**src/rtl/datapath_seq_ctrl_if.sv**
```systemverilog
// Fetch-side instruction handshake for the datapath sequencer.
// The fetch unit is the master (offers instructions), the sequencer the slave.
interface datapath_seq_ctrl_if;
  logic [31:0] instr;
  logic        instr_valid;
  logic        instr_ready;

  modport master (
    output instr,
    output instr_valid,
    input  instr_ready
  );

  modport slave (
    input  instr,
    input  instr_valid,
    output instr_ready
  );
endinterface : datapath_seq_ctrl_if

```
**src/rtl/datapath_seq_ctrl.sv**
```systemverilog
// Multi-cycle sequencer for the register-file/ALU datapath.
// Takes one RV32I instruction per valid/ready transaction, decodes R-type ALU
// ops and BEQ/BNE, and steps the datapath through DECODE -> EXEC -> WB.
// Every output is a flop: nothing combinational reaches the ports from the
// instruction handshake inputs.
module datapath_seq_ctrl #(
  parameter int CNT_W = 16
) (
  input  logic                 clk,
  input  logic                 reset,            // asynchronous, active-low
  datapath_seq_ctrl_if.slave   fetch,
  input  logic                 zero_flag,
  output logic [4:0]           mem_read_addr_1,
  output logic [4:0]           mem_read_addr_2,
  output logic [4:0]           mem_write_addr,
  output logic [3:0]           alu_ctrl,
  output logic                 r_or_w,
  output logic                 done,
  output logic                 branch_taken,
  output logic                 illegal,
  output logic [CNT_W-1:0]     retired_cnt
);

  localparam logic [6:0]       OP_RTYPE  = 7'b0110011;
  localparam logic [6:0]       OP_BRANCH = 7'b1100011;
  localparam logic [6:0]       F7_BASE   = 7'b0000000;
  localparam logic [6:0]       F7_ALT    = 7'b0100000;
  localparam logic [2:0]       F3_ADDSUB = 3'b000;
  localparam logic [2:0]       F3_SRLSRA = 3'b101;
  localparam logic [2:0]       F3_BEQ    = 3'b000;
  localparam logic [2:0]       F3_BNE    = 3'b001;
  localparam logic [3:0]       ALU_SUB   = 4'b1000;
  localparam logic [CNT_W-1:0] CNT_ONE   = {{(CNT_W-1){1'b0}}, 1'b1};

  typedef enum logic [1:0] {
    S_IDLE,
    S_DECODE,
    S_EXEC,
    S_WB
  } state_t;

  // Only the instruction fields still needed after the accept edge are kept;
  // register addresses and the ALU select are captured into their output
  // flops directly at accept so they are already valid in DECODE.
  typedef struct packed {
    logic [6:0] funct7;
    logic [2:0] funct3;
    logic [4:0] rd;
    logic [6:0] opcode;
  } ir_t;

  state_t           state_q,  state_d;
  ir_t              ir_q,     ir_d;
  logic             ready_q,  ready_d;
  logic [4:0]       rs1_q,    rs1_d;
  logic [4:0]       rs2_q,    rs2_d;
  logic [4:0]       rd_q,     rd_d;
  logic [3:0]       alu_q,    alu_d;
  logic             wr_q,     wr_d;
  logic             done_q,   done_d;
  logic             taken_q,  taken_d;
  logic             ill_q,    ill_d;
  logic [CNT_W-1:0] cnt_q,    cnt_d;

  logic             accept;
  logic             ir_legal;
  logic [6:0]       in_opcode;

  // Supported-instruction check on the latched instruction fields.
  function automatic logic is_legal(input ir_t ir);
    logic ok;
    ok = 1'b0;
    if (ir.opcode == OP_RTYPE) begin
      ok = (ir.funct7 == F7_BASE) ||
           ((ir.funct7 == F7_ALT) &&
            ((ir.funct3 == F3_ADDSUB) || (ir.funct3 == F3_SRLSRA)));
    end else if (ir.opcode == OP_BRANCH) begin
      ok = (ir.funct3 == F3_BEQ) || (ir.funct3 == F3_BNE);
    end
    return ok;
  endfunction

  assign accept    = fetch.instr_valid && ready_q;
  assign in_opcode = fetch.instr[6:0];
  assign ir_legal  = is_legal(ir_q);

  // Next-state and next-output computation for the sequencer.
  always_comb begin
    // NOTE: every variable gets a default before the case so that no path
    // leaves one unassigned; an unassigned path would infer a latch.
    state_d = state_q;
    ir_d    = ir_q;
    ready_d = ready_q;
    rs1_d   = rs1_q;
    rs2_d   = rs2_q;
    rd_d    = rd_q;
    alu_d   = alu_q;
    cnt_d   = cnt_q;
    wr_d    = 1'b0;
    done_d  = 1'b0;
    taken_d = 1'b0;
    ill_d   = 1'b0;

    unique case (state_q)
      S_IDLE: begin
        if (accept) begin
          ir_d    = '{funct7: fetch.instr[31:25],
                      funct3: fetch.instr[14:12],
                      rd:     fetch.instr[11:7],
                      opcode: in_opcode};
          ready_d = 1'b0;
          rs1_d   = fetch.instr[19:15];
          rs2_d   = fetch.instr[24:20];
          // Branches never name a destination register.
          rd_d    = (in_opcode == OP_RTYPE) ? fetch.instr[11:7] : 5'd0;
          if (in_opcode == OP_RTYPE) begin
            alu_d = {fetch.instr[30], fetch.instr[14:12]};
          end else if (in_opcode == OP_BRANCH) begin
            alu_d = ALU_SUB;
          end else begin
            alu_d = 4'd0;
          end
          state_d = S_DECODE;
        end
      end

      S_DECODE: begin
        if (ir_legal) begin
          state_d = S_EXEC;
        end else begin
          // Reject: one-cycle illegal pulse, datapath controls back to idle.
          ill_d   = 1'b1;
          ready_d = 1'b1;
          rs1_d   = 5'd0;
          rs2_d   = 5'd0;
          rd_d    = 5'd0;
          alu_d   = 4'd0;
          state_d = S_IDLE;
        end
      end

      S_EXEC: begin
        // The ALU has settled by the end of EXEC; zero_flag is captured here
        // straight into the branch outcome flop shown during WB.
        done_d  = 1'b1;
        wr_d    = (ir_q.opcode == OP_RTYPE) && (ir_q.rd != 5'd0);
        if (ir_q.opcode == OP_BRANCH) begin
          taken_d = (ir_q.funct3 == F3_BNE) ? !zero_flag : zero_flag;
        end
        state_d = S_WB;
      end

      S_WB: begin
        cnt_d   = cnt_q + CNT_ONE;    // wraps silently at 2^CNT_W
        ready_d = 1'b1;
        rs1_d   = 5'd0;
        rs2_d   = 5'd0;
        rd_d    = 5'd0;
        alu_d   = 4'd0;
        state_d = S_IDLE;
      end

      default: begin
        ready_d = 1'b1;
        state_d = S_IDLE;
      end
    endcase
  end

  // Sequencer state and registered outputs; reset aborts any transaction.
  always_ff @(posedge clk or negedge reset) begin
    if (!reset) begin
      state_q <= S_IDLE;
      ir_q    <= '0;
      ready_q <= 1'b1;
      rs1_q   <= 5'd0;
      rs2_q   <= 5'd0;
      rd_q    <= 5'd0;
      alu_q   <= 4'd0;
      wr_q    <= 1'b0;
      done_q  <= 1'b0;
      taken_q <= 1'b0;
      ill_q   <= 1'b0;
      cnt_q   <= '0;
    end else begin
      // NOTE: non-blocking assignments so every flop samples the values of
      // the previous cycle regardless of statement order.
      state_q <= state_d;
      ir_q    <= ir_d;
      ready_q <= ready_d;
      rs1_q   <= rs1_d;
      rs2_q   <= rs2_d;
      rd_q    <= rd_d;
      alu_q   <= alu_d;
      wr_q    <= wr_d;
      done_q  <= done_d;
      taken_q <= taken_d;
      ill_q   <= ill_d;
      cnt_q   <= cnt_d;
    end
  end

  assign fetch.instr_ready = ready_q;
  assign mem_read_addr_1   = rs1_q;
  assign mem_read_addr_2   = rs2_q;
  assign mem_write_addr    = rd_q;
  assign alu_ctrl          = alu_q;
  assign r_or_w            = wr_q;
  assign done              = done_q;
  assign branch_taken      = taken_q;
  assign illegal           = ill_q;
  assign retired_cnt       = cnt_q;

endmodule : datapath_seq_ctrl

```
**src/flat_wrapper.sv**
```systemverilog
// flat-port wrapper written by rule: the top's interface ports become plain ports
module datapath_seq_ctrl_flat 
#(
  parameter int CNT_W = 16
)
  (clk, reset, zero_flag, mem_read_addr_1, mem_read_addr_2, mem_write_addr, alu_ctrl, r_or_w, done, branch_taken, illegal, retired_cnt, fetch_instr, fetch_instr_valid, fetch_instr_ready);
  datapath_seq_ctrl_if fetch_i ();
  input  logic clk;
  input  logic reset;
  input  logic zero_flag;
  output logic [4:0] mem_read_addr_1;
  output logic [4:0] mem_read_addr_2;
  output logic [4:0] mem_write_addr;
  output logic [3:0] alu_ctrl;
  output logic r_or_w;
  output logic done;
  output logic branch_taken;
  output logic illegal;
  output logic [CNT_W-1:0] retired_cnt;
  input wire logic [$bits(fetch_i.instr)-1:0] fetch_instr;
  input wire logic [$bits(fetch_i.instr_valid)-1:0] fetch_instr_valid;
  output wire logic [$bits(fetch_i.instr_ready)-1:0] fetch_instr_ready;
  assign fetch_i.instr = fetch_instr;
  assign fetch_i.instr_valid = fetch_instr_valid;
  assign fetch_instr_ready = fetch_i.instr_ready;
  datapath_seq_ctrl #(.CNT_W(CNT_W)) u_core (.clk(clk), .reset(reset), .fetch(fetch_i), .zero_flag(zero_flag), .mem_read_addr_1(mem_read_addr_1), .mem_read_addr_2(mem_read_addr_2), .mem_write_addr(mem_write_addr), .alu_ctrl(alu_ctrl), .r_or_w(r_or_w), .done(done), .branch_taken(branch_taken), .illegal(illegal), .retired_cnt(retired_cnt));
endmodule
```
**config.mk**
```make
export PLATFORM = sky130hd
export DESIGN_NAME = datapath_seq_ctrl_flat
export DESIGN_NICKNAME = d
export VERILOG_FILES = /design/src/rtl/datapath_seq_ctrl_if.sv /design/src/rtl/datapath_seq_ctrl.sv /design/src/flat_wrapper.sv
export SDC_FILE = /design/constraint.sdc
export NUM_CORES = 1
export LEC_CHECK = 0
export CORE_ASPECT_RATIO = 1.4
export CORE_MARGIN = 10
export CORE_UTILIZATION = 40
export CTS_CLUSTER_SIZE = 16
export DETAILED_ROUTE_END_ITERATION = 10
export GPL_ROUTABILITY_DRIVEN = 1
export HOLD_SLACK_MARGIN = 0.05
export PLACE_DENSITY = 0.79
export SYNTH_ARGS = -nofsm -noshare
export SYNTH_HDL_FRONTEND = slang
export SYNTH_SLANG_ARGS = --single-unit
export TNS_END_PERCENT = 100
```
**constraint.sdc**
```tcl
create_clock -name clk -period 3.1 [get_ports clk]
set_clock_uncertainty 0.2 [all_clocks]
set_input_delay 0.31 -clock clk [delete_from_list [all_inputs] [get_ports clk]]
set_output_delay 0.31 -clock clk [all_outputs]
set_load 0.05 [all_outputs]
```
# Word level (Yosys, flattened, before mapping)
# Index checks and enable logic that the tools add are counted.
[word_totals]
input_bits = 36
output_inout_bits = 40
ff_bits = 64
[classes]
n_mux = 28
add_sub_neg = 1
eq_ne = 12
reduce_logical = 14
[ops]
columns = ["op", "count"]
rows = [
  ["$pmux W5 S3", 3],
  ["$mux W5", 5],
  ["$eq A7 B6 Y1 const B", 3],
  ["$add A16 B1 Y16 const B", 1],
  ["$mux W4", 4],
  ["$eq A7 B7 Y1 const B", 2],
  ["$pmux W4 S3", 1],
  ["$mux W1", 11],
  ["$pmux W2 S4", 1],
  ["$logic_not A7 Y1", 1],
  ["$reduce_bool A5 Y1", 1],
  ["$eq A2 B2 Y1 const B", 2],
  ["$mux W2", 2],
  ["$eq A3 B1 Y1 const B", 1],
  ["$eq A3 B3 Y1 const B", 1],
  ["$logic_and A1 B1 Y1", 3],
  ["$logic_not A3 Y1", 1],
  ["$logic_or A1 B1 Y1", 3],
  ["$pmux W1 S3", 1],
  ["$reduce_and A3 Y1", 1],
  ["$reduce_bool A3 Y1", 1],
  ["$eq A2 B1 Y1 const B", 1],
  ["$logic_not A2 Y1", 1],
  ["$ne A2 B1 Y1 const B", 1],
  ["other kinds (3)", 3],
]

# Logic depth before layout (Yosys ltp)
# Gate-level depths: netlist (run 1).
[logic_depth]
word_depth = 7
depth_mapped = 6

# Worst setup path after synthesis (run 1)
# No wires, ideal clock.
[synth_path]
path_type = "flip-flop to flip-flop"
startpoint = "register u_core.ready_q, in the netlist u_core.fetch.instr_ready"
endpoint = "register u_core.ir_q[11] (netlist bit)"
slack_ns = 1.036
t_required_ns = 2.775
t_arrival_ns = 1.739
stages_incl_launch_ff = 5
path_buffers = 2
cell_sequence = "dfstp_2 nor4bb_1 buf_2 buf_2 mux2_2"
[synth_between]
elab_chain_len = 2
[synth_rtl]
columns = ["item", "line_no", "source"]
rows = [
  ["start: declaration", "datapath_seq_ctrl.sv:54", "logic ready_q, ready_d;"],
  ["start signal: assignment", "datapath_seq_ctrl.sv:190", "ready_q <= ready_d;"],
  ["$logic_and A1 B1 Y1", "datapath_seq_ctrl.sv:83", "assign accept = fetch.instr_valid && ready_q;"],
  ["$reduce_and A2 Y1 (no source line)", "--", ""],
  ["end signal: assignment", "datapath_seq_ctrl.sv:189", "ir_q <= ir_d;"],
  ["end: declaration", "datapath_seq_ctrl.sv:53", "ir_t ir_q, ir_d;"],
]
# No other way between the ends.
# A chain may end at the register's enable or synchronous reset.

# Final worst setup path (run 1)
[layout_path]
startpoint = "register u_core.ready_q, in the netlist u_core.fetch.instr_ready"
endpoint = "output fetch_instr_ready"
[layout_rtl]
columns = ["item", "line_no", "source"]
rows = [
  ["end: declaration", "flat_wrapper.sv:22", "output wire logic [$bits(fetch_i.instr_ready)-1:0] fetch_instr_ready;"],
]
# No word-level cell between the ends.

==> results of run 1 <==
-- cell usage after synthesis (all sizes together), types with 2 or more instances --
cell type and n:
a22oi 16, nor2b 5, inv 2, and3 3
nand2 20, buf 6, dfrtp 63, nand4 4
nor2 10, or4 2, xor2 3, clkbuf 7
a21oi 2, mux2 22, and4 4, o31ai 9
a32oi 3, nor4bb 2, o211ai 10, o21ai 12
xnor2 13, nand3 4, nor3 2
-- stage by stage --
stage          hold slack (ps)  total power, uW  area (um2)  util (%)  setup WS (ps)
2_1_floorplan             -186              855        2820         -           1040
4_1_cts                    243             1550        3850      55.9            834
3_5_place_dp              53.8              924        3670      53.3            694
6_report                   230             1540        3850      55.9            846
5_1_grt                    258             1590        3850      55.9            772
3_3_place_gp              49.6              923        3670      53.3            769
-- state kept, by name, indices dropped and copies added (netlist names), 4 cells and up, named ones only --
| register | count |
|---|---|
| u_core.mem_read_addr_2 | 5 |
| u_core.mem_read_addr_1 | 5 |
| u_core.alu_ctrl | 4 |
| u_core.retired_cnt | 16 |
| u_core.mem_write_addr | 5 |
| u_core.ir_q | 22 |
-- worst register-to-register path: cells and delay by family (launching register included) --
kind,cells,cell delay (ps)
compound gates,2,240
buf+inv,1,400
simple gates,2,670
flops,1,580
-- path summary, 6_finish.rpt --
kind / end / slack, ps / cells past startpoint
worst min register to register: u_core.retired_cnt[15]$_DFFE_PN0P_ / 270 / 1
min in group clk: u_core.retired_cnt[15]$_DFFE_PN0P_ / 270 / 1
worst max-delay path: fetch_instr_ready / 850 / 1
worst max register to register: u_core.mem_write_addr[4]$_DFFE_PN0P_ / 920 / 5
max in group asynchronous: u_core.fetch.instr_ready$_DFFE_PN1P_ / 1710 / 3
worst min-delay path: u_core.mem_read_addr_2[1]$_DFFE_PN0P_ / 230 / 2
-- kinds of logic after synthesis --
logic type | synth area share (%)
mux | 8.80
compound gates | 15.2
simple gates | 11.2
fa+ha+maj | 0.444
flops | 56.9
xor+xnor | 4.98
buf+inv | 2.49
-- area by class of cell --
type	instances	area share, %
Multi-Input combinational cell	157	30.1
Inverter	2	0.195
Timing Repair Buffer	81	20.6
Clock buffer	11	3.93
Tap cell	95	3.09
Sequential cell	64	41.6
Clock inverter	4	0.520
-- report_power, final --
| part | switching, uW | internal, uW | total [uW] | leakage, uW |
|---|---|---|---|---|
| sequential | 0 | 835 | 835 | 0.000786 |
| clock | 304 | 324 | 628 | 0.0000947 |
| combinational | 29.5 | 43.4 | 72.9 | 0.000779 |
-- timing repair --
action / CTS / global route
endpoints found under the setup margin: 0 / 0
hold buffers: 1 / 0
resized for setup: 0 / 0
endpoints found under the hold margin: 16 / 0
-- metal layers --
metal	vias up	GRT usage [%]	routed length [um]
li1	1031	-	-
met1	1099	14.7	2910
met2	56	22.6	3640
met3	12	4.46	385
met4	0	5.21	108
met5	-	0	0
==> results.json, run 1 <==
{
  "status": "finished, final reports clean",
  "dieArea_mm2": 0.0108,
  "critPathBufInv": 1,
  "min_period_ps": 2250,
  "async_reset_ff_share_pct": 100,
  "tritoncts": "yes",
  "fillers": 601,
  "final_cell_mix": "74 x clkdlybuf4s50_1, 63 x dfrtp_1, 22 x mux2_2",
  "syn_area_mm2": 0.00282,
  "required_ps": 2590,
  "cpLargestDelayFamily": "buffers and inverters",
  "fp.coreArea_mm2": 0.00689,
  "layout_commonest_cell": "clkdlybuf4s50_1",
  "synth_area_leader_cell": "dfrtp_1",
  "syn_area_per_cell_um2": 11.9,
  "io-pin-count": 76,
  "vias": 2198,
  "drcViolationCount": 0,
  "final_layout_size_suffix_gt1_share_pct": 15.0,
  "worstSetupEndpointType": "output pin",
  "clk_pin_slew_worst_paths_ps": 70,
  "drv_slew": 0,
  "drt_iter0_drc": 86,
  "ys.flop_type": "dfrtp_1",
  "period_share_pct": 72.7,
  "worst_slew_margin_rel_pct": 36.9,
  "final_nets": 352,
  "cts_max_path_buffers": 2,
  "wire_per_inst_um": 17.0,
  "power.leakage_uw": 0.00166,
  "worstPathCellList": "clkdlybuf4s50_1",
  "fp-row-count": 36,
  "max_freq_mhz": 444,
  "postRouteAntennaNets": 0,
  "cts_setup_buffers": 0,
  "crit_arrival_ps": 1740,
  "worstSetupPathType": "register to output pin",
  "synth-seq-cells": 64,
  "grt_max_degree": 36,
  "postSynthCellCount": 236,
  "crit_fanout": 6,
  "ys_warn_count": 0,
  "wirelength_um": 7040,
  "numCtsBuffers": 9,
  "multi_input_area_mm2": 0.00116,
  "startpoint": "u_core.fetch.instr_ready$_DFFE_PN1P_",
  "cpPeakStageDelay_ps": 830,
  "setup_viol": 0,
  "drv_cap": 0,
  "ff_latch_area_mm2": 0.00160,
  "stdcell_count": 414,
  "antenna-diode-count": 0,
  "grt_pass1_vias": 2366,
  "floorplan.initialDensity_pct": 40.9,
  "syn_nets": 273,
  "root_buffer": "clkbuf_8",
  "worst_pin_slew_ps": 943,
  "insertion_delay_ps": 330,
  "start_kind": "register",
  "antenna_found_initial": 0,
  "min_path_type": "input port to async pin",
  "peakVddDrop_mv": 0.175,
  "tns_ps": 0,
  "grt_usage_pct": 13.2,
  "areaGrowthSynthToFinish_pct": 36.8,
  "synth_seq_area_share_pct": 56.9,
  "io_buffers": 75,
  "clock-sinks": 64,
  "fp.dieH_um": 119,
  "hpwl_um": 5270,
  "synth_cell_type_count": 37,
  "synth_area_leaders": "dfrtp_1 56%, mux2_2 8.8%, a22oi_1 4.3%",
  "synth_edf_count": 0,
  "cp_slowest_cell": "clkdlybuf4s50_1",
  "finalHoldViolations": 0,
  "synth_top_area_share_pct": 56.0,
  "rsz0062_at_grt": "no",
  "place_inst": 398,
  "overflow": 0,
  "grt_pass1_wl_um": 11700,
  "htree_levels": 3,
  "r2r-start": "u_core.fetch.instr_ready$_DFFE_PN1P_",
  "place.gp.congestion": 0.755,
  "drt_first_pass_iters": 4,
  "power_density_mw_per_mm2": 399,
  "vias_per_cell": 5.31,
  "die_w_um": 90.9
}
Note: power is estimated with default switching activity, not from simulation.
==> run 2: changes to the inputs <==
--- a/config.mk
+++ b/config.mk
@@ -12,7 +12,7 @@
 export DETAILED_ROUTE_END_ITERATION = 10
 export GPL_ROUTABILITY_DRIVEN = 1
 export HOLD_SLACK_MARGIN = 0.05
-export PLACE_DENSITY = 0.79
+export PLACE_DENSITY = 0.82
 export SYNTH_ARGS = -nofsm -noshare
 export SYNTH_HDL_FRONTEND = slang
 export SYNTH_SLANG_ARGS = --single-unit
==> constraint.sdc (replaced) <==
create_clock -name clk -period 2 [get_ports clk]
set_clock_uncertainty 0.2 [all_clocks]
set_input_delay 0.2 -clock clk [delete_from_list [all_inputs] [get_ports clk]]
set_output_delay 0.2 -clock clk [all_outputs]
set_load 0.05 [all_outputs]
==> run 2 against run 1 <==
  * Critical path depth unchanged
  * Routed wire length increased by 3.3%
  * Sequential power increased by 54%
  * Sequential share of layout area decreased by 1.5 points
  * Clock power increased by 93%
  * Largest power group unchanged
  * Cell area increased by 4.1%
  * Global-route usage increased by 0.65 points
  * Highest routed layer unchanged
  * Sequential cell count unchanged
  * Die area unchanged
  * Combinational power increased by 62%
  * Final cell count increased by 3.4%
  * Worst hold slack got worse by 64 ps
==> results.json, run 2 (synthesized netlist as in run 1, its figures left out) <==
{
  "drv_cap": 0,
  "place_inst": 411,
  "finalPower_uw": 2620,
  "met2_usage_pct": 24.6,
  "insertion_delay_ps": 340,
  "htree_levels": 3,
  "worstSetupPathType": "register to output pin",
  "cp_slowest_cell": "clkdlybuf4s50_1",
  "rsz0062_at_grt": "yes",
  "wirelength_um": 7270,
  "worstPathCellList": "clkdlybuf4s50_1",
  "drt_first_pass_iters": 4,
  "tns_ps": 0,
  "setup_viol": 0,
  "drcViolationCount": 0,
  "worstSetupEndpointType": "output pin",
  "largest-register": "u_core.ir_q",
  "vias_per_cell": 5.22,
  "fp-row-count": 36,
  "cpLargestDelayFamily": "buffers and inverters",
  "grt_pass1_vias": 2433,
  "final_core_util_pct": 58.2,
  "antenna-diode-count": 0,
  "layout_commonest_cell": "dfrtp_1",
  "numCtsBuffers": 9,
  "grt_max_degree": 24,
  "r2r-end": "u_core.mem_write_addr[4]$_DFFE_PN0P_",
  "postRouteAntennaNets": 0,
  "max_freq_mhz": 512,
  "critPathBufInv": 1,
  "grt_pass1_wl_um": 12100,
  "vias": 2235,
  "min_path_type": "input port to async pin",
  "power.leakage_uw": 0.00188,
  "grt_use_met3_pct": 4.40,
  "start_kind": "register",
  "min_period_ps": 1950,
  "hpwl_um": 5530,
  "clk_pin_slew_worst_paths_ps": 70,
  "r2r-start": "u_core.ir_q[15]$_DFFE_PN0P_",
  "final_layout_size_suffix_gt1_share_pct": 20.7,
  "final_cell_mix": "63 x dfrtp_1, 55 x clkdlybuf4s50_1, 25 x buf_4",
  "wire_per_inst_um": 17.0,
  "areaGrowthSynthToFinish_pct": 42.4,
  "clock-sinks": 64,
  "peakVddDrop_mv": 0.353,
  "fp.dieH_um": 119,
  "antenna_found_initial": 0,
  "worst_slew_margin_rel_pct": 47.3,
  "dp_worst_setup_slack_ps": -18.7,
  "fillers": 614,
  "power_density_mw_per_mm2": 653,
  "final.setup.worst_slack_ps": 47.6,
  "finalHoldViolations": 0,
  "status": "finished, final reports clean",
  "grt_usage_pct": 13.9,
  "reg2reg_depth": 5,
  "final_nets": 365,
  "use_met1_pct": 14.8,
  "fp.coreArea_mm2": 0.00689,
  "crit_arrival_ps": 1550,
  "stdcell_count": 428,
  "dieArea_mm2": 0.0108,
  "floorplan.initialDensity_pct": 40.9,
  "r2r_slack_ps": 90,
  "place.gp.congestion": 0.768,
  "overflow": 0,
  "worst_pin_slew_ps": 787,
  "startpoint": "u_core.mem_write_addr[3]$_DFFE_PN0P_",
  "tritoncts": "yes",
  "root_buffer": "clkbuf_8",
  "drt_iter0_drc": 123,
  "io_buffers": 75,
  "drv_slew": 0,
  "period_share_pct": 97.6,
  "required_ps": 1600,
  "die_w_um": 90.9,
  "largest_reg_flops": 22,
  "cts_max_path_buffers": 2,
  "top_usage_layer": "met2",
  "io-pin-count": 76,
  "crit_fanout": 3,
  "cpPeakStageDelay_ps": 830
}
[run 2: cell types whose count changed in the layout (fill, tap and decap cells not counted), moves of 2 or more]
cell / change
buf_4: +20
dlymetal6s2s_1: +6
clkdlybuf4s50_1: -19
clkbuf_1: +3
bufinv_16: +2
buf_12: +2
clkinv_2: -3
dlygate4sd2_1: +4
[run 2: timing repair]
action                                 4_1_cts  5_1_grt
hold buffers                                 1        0
setup endpoints to repair                    4       21
endpoints found under the hold margin       20        0
buffers inserted                             0        0
pin swaps                                    0        1
resized for setup                            4        7
[run 2: final cells by class]
class,instances,area (um2),share of cell area (%)
clock inverters,3,65.1,1.62
repair buffers,94,903,22.5
flip-flops and latches,64,1610,40.1
well taps,95,119,2.96
clock buffers,13,149,3.71
multi-input cells,157,1160,28.9
inverters,2,7.51,0.187
[run 2: worst max path at each step]
| stage | cells past startpoint | slack [ps] | endpoint |
|---|---|---|---|
| after floorplan | 4 | 10 | u_core.ir_q[11]$_DFFE_PN0P_ |
| after global placement | 4 | 20 | u_core.ir_q[12]$_DFFE_PN0P_ |
| after detailed placement | 5 | -20 | u_core.alu_ctrl[1]$_DFFE_PN0P_ |
| after CTS | 4 | 8 | u_core.alu_ctrl[1]$_DFFE_PN0P_ |
| after global routing | 5 | -10 | u_core.alu_ctrl[2]$_DFFE_PN0P_ |
| final | 1 | 50 | mem_write_addr[3] |
[run 2: routing by layer]
layer	share of wire (%)	vias to the layer above
li1	-	1059
met1	41	1107
met2	53	58
met3	4.7	11
met4	1.5	0
met5	0	-
[run 2: through the flow]
step / area [um2] / hold slack, ps
CTS: 3990 / 175
global placement: 3770 / 4.69
floorplan: 2830 / -296
detailed placement: 3770 / 10.9
global route: 4010 / 202
finish: 4010 / 166
[run 2: where the power goes]
part	leakage [uW]	internal, uW	switching [uW]	total [uW]
registers	0.000787	1290	0	1290
logic	0.000981	71.0	46.8	118
clock network	0.000108	736	472	1210
